===== config.mk =====
export PLATFORM = sky130hd
export DESIGN_NAME = daq_fifo_rst_seq
export DESIGN_NICKNAME = d
export VERILOG_FILES = /design/src/rtl/daq_fifo_rst_seq.sv
export SDC_FILE = /design/constraint.sdc
export NUM_CORES = 1
export LEC_CHECK = 0
export ABC_AREA = 1
export CORE_ASPECT_RATIO = 0.9
export CORE_MARGIN = 4
export CORE_UTILIZATION = 50
export CTS_BUF_LIST = sky130_fd_sc_hd__clkbuf_8
export CTS_CLUSTER_SIZE = 20
export DETAILED_ROUTE_END_ITERATION = 8
export MAX_ROUTING_LAYER = met4
export PLACE_DENSITY = 0.78
export SYNTH_ARGS = -nofsm -noshare
export SYNTH_HDL_FRONTEND = slang
export SYNTH_SLANG_ARGS = --single-unit

===== constraint.sdc =====
create_clock -name clk_i -period 2.5 [get_ports clk_i]
set_clock_uncertainty 0.05 [all_clocks]
set_input_delay 0.625 -clock clk_i [delete_from_list [all_inputs] [get_ports clk_i]]
set_output_delay 0.625 -clock clk_i [all_outputs]
set_load 0.01 [all_outputs]

===== src/rtl/daq_fifo_rst_seq.sv =====
`timescale 1ns/1ps
// daq_fifo_rst_seq: reset sequencer for the DAQ FIFO bank.
// Walks the per-channel FIFO reset vector through settle (CLEAR), reset pulse
// (RESET), busy-release handshake with timeout (WAIT) and a PAUSE, then holds
// RUN with DONE high until a software re-run request arrives. Every output is
// registered from the next state, so it reflects the state entered on that edge.
module daq_fifo_rst_seq #(
    parameter int NCH       = 7,
    parameter int CNT_W     = 8,
    parameter int CLR_CYC   = 6,
    parameter int RST_CYC   = 11,
    parameter int PAUSE_CYC = 16,
    parameter int BUSY_TMO  = 255
) (
    input  logic           clk_i,
    input  logic           rst_i,
    input  logic           req_i,
    input  logic [NCH-1:0] ch_en_i,
    input  logic [NCH-1:0] rst_busy_i,
    output logic [NCH-1:0] fifo_rst_o,
    output logic           done_o,
    output logic           busy_o,
    output logic           timeout_o,
    output logic [7:0]     seq_cnt_o
);

    typedef enum logic [2:0] {
        S_IDLE,
        S_CLEAR,
        S_RESET,
        S_WAIT,
        S_PAUSE,
        S_RUN
    } state_e;

    state_e           state_q, state_d;
    logic [CNT_W-1:0] cnt_q, cnt_d;
    logic [NCH-1:0]   mask_q, mask_d;
    logic             pending_q, pending_d;
    logic             timeout_q, timeout_d;
    logic [7:0]       seq_cnt_q, seq_cnt_d;
    logic [NCH-1:0]   fifo_rst_q, fifo_rst_d;
    logic             done_q, done_d;
    logic             busy_q, busy_d;
    logic             tmo_hit;
    logic             enter_clear;

    // State and output registers; everything returns to reset values while rst_i is high.
    always_ff @(posedge clk_i or posedge rst_i) begin
        // NOTE: sequential state uses non-blocking assignments so every register
        // samples the pre-edge values regardless of statement order.
        if (rst_i) begin
            state_q    <= S_IDLE;
            cnt_q      <= '0;
            mask_q     <= '1;
            pending_q  <= 1'b0;
            timeout_q  <= 1'b0;
            seq_cnt_q  <= '0;
            fifo_rst_q <= '1;
            done_q     <= 1'b0;
            busy_q     <= 1'b1;
        end else begin
            state_q    <= state_d;
            cnt_q      <= cnt_d;
            mask_q     <= mask_d;
            pending_q  <= pending_d;
            timeout_q  <= timeout_d;
            seq_cnt_q  <= seq_cnt_d;
            fifo_rst_q <= fifo_rst_d;
            done_q     <= done_d;
            busy_q     <= busy_d;
        end
    end

    // Next-state logic: phase lengths, busy-release handshake and WAIT timeout.
    always_comb begin
        // NOTE: every combinational output gets a default first so no path can
        // leave it unassigned and infer a latch.
        state_d = state_q;
        tmo_hit = 1'b0;
        unique case (state_q)
            S_IDLE:  state_d = S_CLEAR;
            S_CLEAR: if (cnt_q == CNT_W'(CLR_CYC)) state_d = S_RESET;
            S_RESET: if (cnt_q == CNT_W'(RST_CYC)) state_d = S_WAIT;
            S_WAIT: begin
                if ((rst_busy_i & mask_q) == '0) begin
                    state_d = S_PAUSE;
                end else if (cnt_q == CNT_W'(BUSY_TMO)) begin
                    state_d = S_PAUSE;
                    tmo_hit = 1'b1;
                end
            end
            S_PAUSE: if (cnt_q == CNT_W'(PAUSE_CYC)) state_d = pending_q ? S_CLEAR : S_RUN;
            S_RUN:   if (req_i) state_d = S_CLEAR;
            default: state_d = S_IDLE;
        endcase
    end

    // Phase counter, latched mask, pending request, sticky timeout and run count.
    always_comb begin
        enter_clear = (state_d == S_CLEAR) && (state_q != S_CLEAR);

        if (state_d != state_q) begin
            cnt_d = CNT_W'(1);
        end else if (state_q inside {S_CLEAR, S_RESET, S_WAIT, S_PAUSE}) begin
            cnt_d = cnt_q + CNT_W'(1);
        end else begin
            cnt_d = cnt_q;
        end

        mask_d = enter_clear ? ch_en_i : mask_q;

        // Starting a sequence satisfies any outstanding request, so clearing wins.
        if (enter_clear) begin
            pending_d = 1'b0;
        end else if (req_i && (state_q != S_RUN)) begin
            pending_d = 1'b1;
        end else begin
            pending_d = pending_q;
        end

        if (enter_clear) begin
            timeout_d = 1'b0;
        end else if (tmo_hit) begin
            timeout_d = 1'b1;
        end else begin
            timeout_d = timeout_q;
        end

        seq_cnt_d = ((state_d == S_RUN) && (state_q != S_RUN)) ? seq_cnt_q + 8'd1 : seq_cnt_q;
    end

    // Output decode from the next state so outputs line up with the state entered.
    always_comb begin
        fifo_rst_d = '0;
        unique case (state_d)
            S_IDLE:  fifo_rst_d = '1;
            S_RESET: fifo_rst_d = mask_q;
            default: fifo_rst_d = '0;
        endcase
        done_d = (state_d == S_RUN);
        busy_d = (state_d != S_RUN);
    end

    assign fifo_rst_o = fifo_rst_q;
    assign done_o     = done_q;
    assign busy_o     = busy_q;
    assign timeout_o  = timeout_q;
    assign seq_cnt_o  = seq_cnt_q;

endmodule


# Yosys cells after proc, flatten, opt, wreduce, memory -nomap -nowiden
# Cells that the tools add are included.
[classes] n_addsub=2 n_mul=0 div=0 n_lt_le_gt_ge=0 n_eq_ne=16 n_shift=0 n_mux=18 n_bitwise=1 reduce_logical=10
[op_table] cell="two-way mux 3 bit" count=7
[op_table] cell="case mux 3 bit (6 select lines)" count=1
[op_table] cell="adder 8 x 1 -> 8 bit (second input constant)" count=2
[op_table] cell="two-way mux 8 bit" count=2
[op_table] cell="case mux 7 bit (2 select lines)" count=1
[op_table] cell="equality test 3 x 2 -> 1 bit (second input constant)" count=3
[op_table] cell="equality test 3 bit (second input constant)" count=3
[op_table] cell="equality test 8 x 3 -> 1 bit (second input constant)" count=1
[op_table] cell="equality test 8 x 4 -> 1 bit (second input constant)" count=1
[op_table] cell="equality test 8 x 5 -> 1 bit (second input constant)" count=1
[op_table] cell="equality test 8 bit (second input constant)" count=1
[op_table] cell="bitwise AND 7 bit" count=1
[op_table] cell="zero test 7 bit" count=1
[op_table] cell="two-way mux 1 bit" count=7
[op_table] cell="equality test 3 x 1 -> 1 bit (second input constant)" count=2
[op_table] cell="zero test 3 bit" count=2
[op_table] cell="inequality test 3 bit (second input constant)" count=2
[op_table] cell="nonzero test 2 bit" count=3
[op_table] cell="nonzero test 4 bit" count=1
[op_table] cell="logical AND 1 bit" count=3
[op_table] cell="inequality test 3 x 1 -> 1 bit (second input constant)" count=1
[op_table] cell="inequality test 3 bit" count=1
[totals] ff_bits=37 latch_bits=0 ram_bits=0 mem_bits_ro=0 in_bits=17 output_inout_bits=18 elab_cells=56 n_memories=0

# Logic depth before layout (Yosys ltp)
# Gate-level depths: netlist (run 1).
[logic_depth] ltp_word=7 ltp_mapped=12 mapped_depth_nobuf=12

# Least setup slack after synthesis (run 1)
# Ideal clock, no wire load.
[synth_timing] path_type="reg-to-reg" from="reg cnt_q[0]" to="reg seq_cnt_q[0], in the netlist seq_cnt_o[0]" setup_time_ns=0.117 t_arrival_ns=1.475 required_ns=2.333 slack_ns=0.858 path_stages_with_launch=12 path_buffers=0 period_less_slack_ns=1.642 cell_sequence="dfrtp_1 -> inv_1 -> ha_1 -> nand3_1 -> nor2_1 -> nand2_1 -> nand2_1 -> nand3_1 -> nand3_4 -> nor2_8 -> nand3_1 -> nand2_1"
[synth_between] elab_chain_len=6 elab_cells_between_ends=12 cone_classes="5 x eq/ne; 6 x mux; 1 x reduce/logical"
[synth_rtl] item="start, declared" line_no="37" text="logic [CNT_W-1:0] cnt_q, cnt_d;"
[synth_rtl] item="start signal, assigned" line_no="64" text="cnt_q <= cnt_d;"
[synth_rtl] item="equality test 8 bit" line_no="88" text="end else if (cnt_q == CNT_W'(BUSY_TMO)) begin"
[synth_rtl] item="two-way mux 3 bit" line_no="88"
[synth_rtl] item="two-way mux 3 bit" line_no="86" text="if ((rst_busy_i & mask_q) == '0) begin"
[synth_rtl] item="case mux 3 bit (6 select lines) (*)" line_no="81" text="unique case (state_q)"
[synth_rtl] item="equality test 3 bit (*)"
[synth_rtl] item="net done_d" line_no="43" text="logic done_q, done_d;"
[synth_rtl] item="logical AND 1 bit (*)" line_no="130" text="seq_cnt_d = ((state_d == S_RUN) && (state_q != S_RUN)) ? seq_cnt_q + 8'd1 : seq_cnt_q;"
[synth_rtl] item="end signal, assigned" line_no="68" text="seq_cnt_q <= seq_cnt_d;"
[synth_rtl] item="end, declared" line_no="41" text="logic [7:0] seq_cnt_q, seq_cnt_d;"
# Mark *: on every way through the listed nets, which the timed path passes. The rest lies on a longest branch.
# A chain may end at the register's enable or synchronous reset.

# Final worst setup path (run 1)
[layout_timing] from="reg fifo_rst_q[3], in the netlist fifo_rst_o[3]" to="out fifo_rst_o[3]"
[layout_lines] item="start, declared" line_no="42" text="logic [NCH-1:0] fifo_rst_q, fifo_rst_d;"
[layout_lines] item="start signal, assigned" line_no="69" text="fifo_rst_q <= fifo_rst_d;"
[layout_lines] item="end, declared" line_no="20" text="output logic [NCH-1:0] fifo_rst_o,"
# No word-level cell between the ends.

==> results of run 1 <==
## routing by layer
layer	routed length, um	vias to the layer above	share of wire
met1	1890	738	0.47
met3	234	7	0.058
li1	-	844	-
met2	1850	49	0.46
met5	0	-	0
met4	60	0	0.015
## cell families (layout without fill, tap and decap cells)
kind of cell | count (synthesis) | in the layout
XOR/XNOR | 10 | 10
adder cells (fa/ha/maj) | 4 | 4
AND/OR/NAND/NOR | 152 | 152
buffers and inverters | 22 | 65
flip-flops | 37 | 37
AO/OA/AOI/OAI | 13 | 13
## layout by cell type (no fill, tap or decap), drive strengths merged
cell type	count
a21oi	3
a41oi	1
buf	2
bufinv	1
clkbuf	5
clkdlybuf4s50	34
clkinv	1
dfrtp	22
dfstp	15
ha	4
inv	22
nand2	80
nand3	21
nand3b	1
nand4	2
nor2	36
nor3	11
o21ai	9
or2	1
xnor2	3
xor2	7
## power breakdown
part	internal, mW	total (mW)	switching (mW)
logic	0.472	1.24	0.771
clock network	0.295	0.506	0.210
registers	0.861	1.01	0.147
total	1.63	2.76	1.13
## layout make-up
type                            count  area [um^2]  area share
Clock inverter                      3         42.5      0.0169
Inverter                           21         78.8      0.0314
Multi-Input combinational cell    179          966       0.384
Tap cell                           46         57.6      0.0229
Timing Repair Buffer               36          355       0.141
Sequential cell                    37          945       0.376
Clock buffer                        5         68.8      0.0274
## sequential cells by signal, summed over array words and instances (netlist names), 3 cells and up
| signal | flops |
|---|---|
| cnt_q | 8 |
| seq_cnt_o | 8 |
| state_q | 3 |
| fifo_rst_o | 7 |
| mask_q | 7 |
## metrics by stage
stage          hold WS (ns)  area [um^2]  utilization
2_1_floorplan         0.410         1990            -
3_3_place_gp          0.428         2400        0.635
3_5_place_dp          0.435         2400        0.635
4_1_cts               0.443         2510        0.664
5_1_grt               0.471         2510        0.664
6_report              0.442         2510        0.664
## worst min path at each step
stage | startpoint | endpoint | slack (ns) | depth (start not counted)
after detailed placement | mask_q[5]$_DFFE_PP1P_ | mask_q[5]$_DFFE_PP1P_ | 0.44 | 2
after floorplan | mask_q[4]$_DFFE_PP1P_ | mask_q[4]$_DFFE_PP1P_ | 0.41 | 2
final | mask_q[5]$_DFFE_PP1P_ | mask_q[5]$_DFFE_PP1P_ | 0.44 | 2
after global routing | mask_q[5]$_DFFE_PP1P_ | mask_q[5]$_DFFE_PP1P_ | 0.47 | 2
after global placement | mask_q[1]$_DFFE_PP1P_ | mask_q[1]$_DFFE_PP1P_ | 0.43 | 2
after CTS | mask_q[5]$_DFFE_PP1P_ | mask_q[5]$_DFFE_PP1P_ | 0.44 | 2
==> flow_metrics.tcl, run 1 <==
set metrics [dict create \
    route.detailed.drc 0 \
    synth_cell_types 28 \
    core_area_mm2 0.00378 \
    grt_pass1_wl_um 6910 \
    synth-compound-area-share 0.0364 \
    root_buffer "clkbuf_8" \
    post_cts_resize_count 0 \
    top_usage_layer "met2" \
    synth_xor_area_frac 0.0439 \
    final.period_utilization 0.810 \
    ios 35 \
    pre_cts_slack_ns 0.250 \
    synth.avg_cell_area_um2 8.38 \
    layout-drive-gt1-share 0.174 \
    ys_top_cells_by_count "nand2_1, nor2_1, dfrtp_1" \
    power_mw 2.76 \
    crit_family "buffers and inverters" \
    htreeDepth 2 \
    wl_per_cell_um 12.3 \
    synthAdderAreaFrac 0.0251 \
    areaGrowthSynthToFinish_pct 26.0 \
    gp_congestion 0.913 \
    dieArea_mm2 0.00506 \
    vias 1638 \
    synth_top_cells_by_area "dfrtp_1, dfstp_2, nand2_1" \
    p_leak_nw 1.20 \
    cts_tree "built" \
    num_antenna_cells 0 \
    cp_num_cells 1 \
    synth_top_family_by_area "simple AND/OR/NAND/NOR gates" \
    cellPowerDensity_mw_per_mm2 1100 \
    ys.flop_type "dfrtp_1" \
    routed_wl_um 4030 \
    ant_nets 0 \
    finalNonFillerCells 327 \
    synth-seq-area-share 0.474 \
    use_met1 0.248 \
    endpoint "fifo_rst_o[3]" \
    cts_setup_buffers 0 \
    start_util 0.527 \
    drv_slew 0 \
    endpoint_kind "primary output" \
    arrival_ns 1.35 \
    numCtsBuffers 5 \
    fmax_mhz 494 \
    vdd_drop_max_mv 0.529 \
    yosys.area.top_type "dfrtp_1" \
    async_reset_ff_frac 1.00 \
    cp-start-kind "flip-flop" \
    gr-total-overflow 0 \
    setup_violations 0 \
    yosysTopAreaCellShare 0.276 \
    crit_buf_inv 1 \
    crit_fanout 1 \
    drtPass1Iterations 4 \
    numClockSinks 37 \
    ff2ff_path_depth 10 \
    timing.rr.end "seq_cnt_o[0]$_DFFE_PP0P_" \
    status "complete, no violations" \
    fp.dieH_um 67.9 \
    synth-simple-area-share 0.379 \
    finalHoldViolations 0 \
    dp_hpwl_um 3020 \
    netlist_area_mm2 0.00199 \
    synth.most_common_cell "nand2_1" \
    fin_setup_tns_ns 0 \
    reg2reg_from "cnt_q[0]$_DFFE_PP0P_" \
    fin_ws_ns 0.475 \
    vias_per_cell 5.01 \
    clkTransAtPathRegs_ns 0.07 \
    nets 301 \
    row_count 21 \
    io_buffers 34 \
    first_global_vias 1515 \
    rrSetupSlack_ns 0.56 \
    met3_usage 0.0441 \
    synth_edf_count 0 \
    startpoint "fifo_rst_o[3]$_DFF_PP1_" \
    crit_chain "clkdlybuf4s50_1" \
    drt_iter0_markers 124 \
    required_ns 1.82 \
    worst_path_max_delay_cell "clkdlybuf4s50_1" \
    die_x_um 74.6 \
    holdCritPathClass "reg -> reg" \
    path_class "reg -> out" \
    track_usage 0.186 \
    antenna_found_initial 0 \
    grt_max_degree 38 \
    cap_violations 0 \
    clk_latency_ns 0.29 \
    ys.warnings.count 0 \
    slew_headroom 0.692 \
    tightest_slew_ns 0.461 \
    cp_slowest_stage_delay_ns 0.55 \
    syn_inst 238 \
    fillers 337 \
    fin_crit_ns 2.03 \
    holdBufCountCts 0 \
    cts_buffer_depth 2 \
    syn_nets 259 \
    synth_mux_area_frac 0 \
    rsz0062_at_grt "no" \
    ys_seq_elements 37 \
    grt_util_met2 0.272 \
    dp.cells 319 \
]
No activity file was read; power rests on OpenSTA's default activity.
==> run 2, diff against run 1 <==
Clock period 2.5 ns to 1.9 ns, I/O delays scaled along.
==> flow_metrics.tcl, run 2 (synthesis results as in run 1) <==
set metrics [dict create \
    min_delay_worst_endpoint "mask_q[5]$_DFFE_PP1P_" \
    endpoint_kind "primary output" \
    row_count 21 \
    drv_slew 0 \
    vias_per_cell 5.10 \
    cts_buffer_depth 2 \
    ff2ff_path_depth 13 \
    areaGrowthSynthToFinish_pct 40.9 \
    dp_hpwl_um 3290 \
    gr-total-overflow 0 \
    vias 1758 \
    final_common_cell "nand2_1" \
    placedInstanceArea_mm2 0.00256 \
    fillers 279 \
    drt_iter0_markers 120 \
    gp_congestion 0.894 \
    path_class "reg -> out" \
    antenna_found_initial 0 \
    timing.rr.end "mask_q[2]$_DFFE_PP1P_" \
    final_cell_mix "nand2_1, clkdlybuf4s50_1, nor2_1" \
    io_buffers 34 \
    htreeDepth 2 \
    crit_chain "clkdlybuf4s50_1" \
    grt_max_degree 38 \
    track_usage 0.209 \
    nets 319 \
    power_mw 4.21 \
    vdd_drop_max_mv 0.821 \
    grt_pass1_wl_um 7600 \
    route.detailed.drc 0 \
    numClockSinks 37 \
    first_global_vias 1708 \
    cts_tree "built" \
    drtPass1Iterations 4 \
    startpoint "fifo_rst_o[6]$_DFF_PP1_" \
    crit_fanout 1 \
    ios 35 \
    numCtsBuffers 5 \
    fmax_mhz 538 \
    worst_path_max_delay_cell "dfstp_2" \
    ant_nets 0 \
    clkTransAtPathRegs_ns 0.07 \
    die_x_um 74.6 \
    rsz0062_at_grt "yes" \
    slew_headroom 0.825 \
    fin_area_mm2 0.00281 \
    tightest_slew_ns 0.260 \
    dieArea_mm2 0.00506 \
    root_buffer "clkbuf_8" \
    fp.dieH_um 67.9 \
    arrival_ns 1.33 \
    crit_family "flip-flops" \
    p_leak_nw 1.35 \
    cp-start-kind "flip-flop" \
    cellPowerDensity_mw_per_mm2 1500 \
    rrSetupSlack_ns 0.07 \
    core_area_mm2 0.00378 \
    status "complete, no violations" \
    holdCritPathClass "reg -> reg" \
    required_ns 1.37 \
    routed_wl_um 4580 \
    setup_violations 0 \
    num_antenna_cells 0 \
    clk_latency_ns 0.29 \
    worstHoldStart "mask_q[5]$_DFFE_PP1P_" \
    cp_slowest_stage_delay_ns 0.52 \
    fin_crit_ns 1.86 \
    final.period_utilization 0.978 \
    crit_buf_inv 1 \
    hold_depth 2 \
    finalHoldViolations 0 \
    wl_per_cell_um 13.3 \
    start_util 0.527 \
    reg2reg_from "cnt_q[1]$_DFFE_PP0P_" \
    layout-drive-gt1-share 0.274 \
    cap_violations 0 \
]
-- run 2: per-stage QoR --
step / cells / setup slack, ns / util / TNS, ns / hold WS [ns]
6_report: 345 / 0.0410 / 0.743 / 0 / 0.451
3_3_place_gp: 333 / -0.145 / 0.676 / -3.48 / 0.432
4_1_cts: 343 / 0.00174 / 0.719 / 0 / 0.452
2_1_floorplan: 238 / 0.258 / - / 0 / 0.410
5_1_grt: 345 / -0.0641 / 0.743 / -0.648 / 0.468
3_5_place_dp: 333 / -0.210 / 0.676 / -5.32 / 0.437
-- run 2: cell type report --
cell class	count	area (um^2)	area share
flip-flops and latches	37	945	0.336
clock buffers	6	82.6	0.0294
clock inverters	2	33.8	0.0120
multi-input cells	181	1070	0.381
well taps	46	57.6	0.0205
repair buffers	52	543	0.193
inverters	21	78.8	0.0280
-- run 2: timing repair --
action,4_1_cts,5_1_grt
gates resized for setup,5,20
buffers inserted,1,1
hold buffers,0,0
setup endpoints to repair,17,33
cloned,1,1
pin swaps,3,6
-- run 2: worst register-to-register path: cells and delay by family, from the launching register on --
kind	cells	cell delay, ns
buffers and inverters	2	0.23
AND/OR/NAND/NOR	10	0.93
adder cells (fa/ha/maj)	1	0.15
flip-flops	1	0.41
-- run 2: worst max-delay path by stage --
stage                                     to  depth (start not counted)  slack, ns
floorplan           seq_cnt_o[0]$_DFFE_PP0P_                         11       0.26
global placement       mask_q[6]$_DFFE_PP1P_                         13      -0.14
detailed placement     mask_q[0]$_DFFE_PP1P_                         13      -0.21
CTS                            fifo_rst_o[3]                          1      0.002
global route           mask_q[6]$_DFFE_PP1P_                         13      -0.06
finish                         fifo_rst_o[6]                          1       0.04
-- run 2: layer usage --
layer	GRT usage	share of wire	vias to the layer above
met2	0.337	0.49	42
met1	0.248	0.44	828
met3	0.0455	0.050	10
li1	-	-	878
met4	0.104	0.024	0
met5	-	0	-
-- run 2: report_power, final --
part           internal [mW]  switching (mW)
registers               1.13           0.199
clock network          0.422           0.278
logic                  0.939            1.24
==> run 3, diff against run 2 <==
Settings changed: SETUP_SLACK_MARGIN from default to 0.1.
==> flow_metrics.tcl, run 3 (synthesis results as in run 1) <==
set metrics [dict create \
    status "complete, no violations" \
    fin_crit_ns 1.86 \
    cts_buffer_depth 2 \
    antenna_found_initial 0 \
    vias_per_cell 5.41 \
    root_buffer "clkbuf_8" \
    areaGrowthSynthToFinish_pct 54.3 \
    crit_fanout 4 \
    endpoint_kind "flip-flop" \
    arrival_ns 2.03 \
    pre_cts_slack_ns -0.210 \
    drt_iter0_markers 142 \
    die_x_um 74.6 \
    final_common_cell "nand2_1" \
    io_buffers 34 \
    setup_violations 0 \
    holdCritPathClass "reg -> reg" \
    cp-start-kind "flip-flop" \
    slew_headroom 0.800 \
    wl_per_cell_um 15.1 \
    gr-total-overflow 0 \
    layout-drive-gt1-share 0.418 \
    cellPowerDensity_mw_per_mm2 1540 \
    fin_util 0.813 \
    routed_wl_um 5380 \
    pwr-share-comb 0.568 \
    drv_slew 0 \
    fmax_mhz 539 \
    p_leak_nw 1.47 \
    vdd_drop_max_mv 0.865 \
    seqPwrFrac 0.282 \
    tightest_slew_ns 0.299 \
    num_antenna_cells 0 \
    rsz0062_at_grt "yes" \
    ant_nets 0 \
    vias 1930 \
    grt_pass1_wl_um 8300 \
    timing.hold.ws_ns 0.433 \
    ios 35 \
    drtPass1Iterations 4 \
    cap_violations 0 \
    htreeDepth 2 \
    power_mw 4.75 \
    swShare 0.426 \
    gp_congestion 0.894 \
    clockPowerShare 0.150 \
    row_count 21 \
    dieArea_mm2 0.00506 \
    path_class "reg -> reg" \
    cellInternalPower_mw 2.72 \
    final.period_utilization 0.977 \
    fin_ws_ns 0.0431 \
    grt_max_degree 38 \
    track_usage 0.229 \
    route.detailed.drc 0 \
    power.switching_mw 2.02 \
    dp_hpwl_um 3290 \
    finalNonFillerCells 357 \
    numCtsBuffers 5 \
    clk_latency_ns 0.30 \
    numClockSinks 37 \
    first_global_vias 1814 \
    clkTransAtPathRegs_ns 0.07 \
    fp.dieH_um 67.9 \
    nets 331 \
    start_util 0.527 \
    required_ns 2.08 \
    dp.cells 333 \
    finalHoldViolations 0 \
    final_cell_mix "nand2_1, clkdlybuf4s50_1, nor2_1, dfrtp_1, buf_4" \
    core_area_mm2 0.00378 \
    cts_tree "built" \
]
## run 3: timing repair
action / in CTS / in global routing
cloned: 2 / 1
hold buffers: 0 / 0
buffers inserted: 8 / 5
pin swaps: 6 / 19
endpoints found under the setup margin: 41 / 35
gates resized for setup: 31 / 54
hold endpoints to repair: 0 / 0
## run 3: worst paths after layout
path                            depth (start not counted)                 endpoint                   from  slack, ns
worst max-delay path                                   13    mask_q[2]$_DFFE_PP1P_   cnt_q[0]$_DFFE_PP0P_       0.04
worst min-delay path                                    2    mask_q[5]$_DFFE_PP1P_  mask_q[5]$_DFFE_PP1P_       0.43
worst max register to register                         13    mask_q[2]$_DFFE_PP1P_   cnt_q[0]$_DFFE_PP0P_       0.04
worst min register to register                          2    mask_q[5]$_DFFE_PP1P_  mask_q[5]$_DFFE_PP1P_       0.43
max in group asynchronous                               3  fifo_rst_o[2]$_DFF_PP1_                  rst_i       1.06
min in group asynchronous                               3         done_o$_DFF_PP0_                  rst_i       0.48
## run 3: power groups by stage
stage | combinational (mW) | clock, mW | sequential (mW)
6_report | 2.69 | 0.712 | 1.34
5_1_grt | 2.92 | 0.750 | 1.37
4_1_cts | 2.19 | 0.717 | 1.32
3_5_place_dp | 1.86 | 0 | 1.34
3_3_place_gp | 1.81 | 0 | 1.34
2_1_floorplan | 1.13 | 0 | 1.34
## run 3: layout make-up
type | count | area, um^2
multi-input cells | 182 | 1220
flip-flops and latches | 37 | 946
fillers | 238 | 706
repair buffers | 63 | 653
inverters | 21 | 83.8
clock buffers | 6 | 82.6
well taps | 46 | 57.6
clock inverters | 2 | 33.8
## run 3: per-layer routing
| metal | wire length (um) | track usage |
|---|---|---|
| met1 | 2240 | 0.271 |
| met2 | 2650 | 0.373 |
| met3 | 271 | 0.0396 |
| met4 | 210 | 0.124 |
| met5 | 0 | - |
## run 3: worst max-delay path, cell delays in order, from the launching register on
cell and delay (ns):
dfrtp_1 0.41, inv_2 0.10, ha_4 0.14, nand3_4 0.07
nor2_4 0.12, nand2_1 0.05, nand2_1 0.06, nand2_2 0.08
buf_12 0.13, nor2_8 0.18, buf_6 0.14, nand2_4 0.06
o21ai_1 0.13, nand2_1 0.06
## run 3: metrics by stage
step / TNS, ns / instance area (um^2)
6_report: 0 / 3080
5_1_grt: -0.598 / 3080
4_1_cts: 0 / 2830
3_5_place_dp: -5.32 / 2560
3_3_place_gp: -3.48 / 2560
2_1_floorplan: 0 / 1990
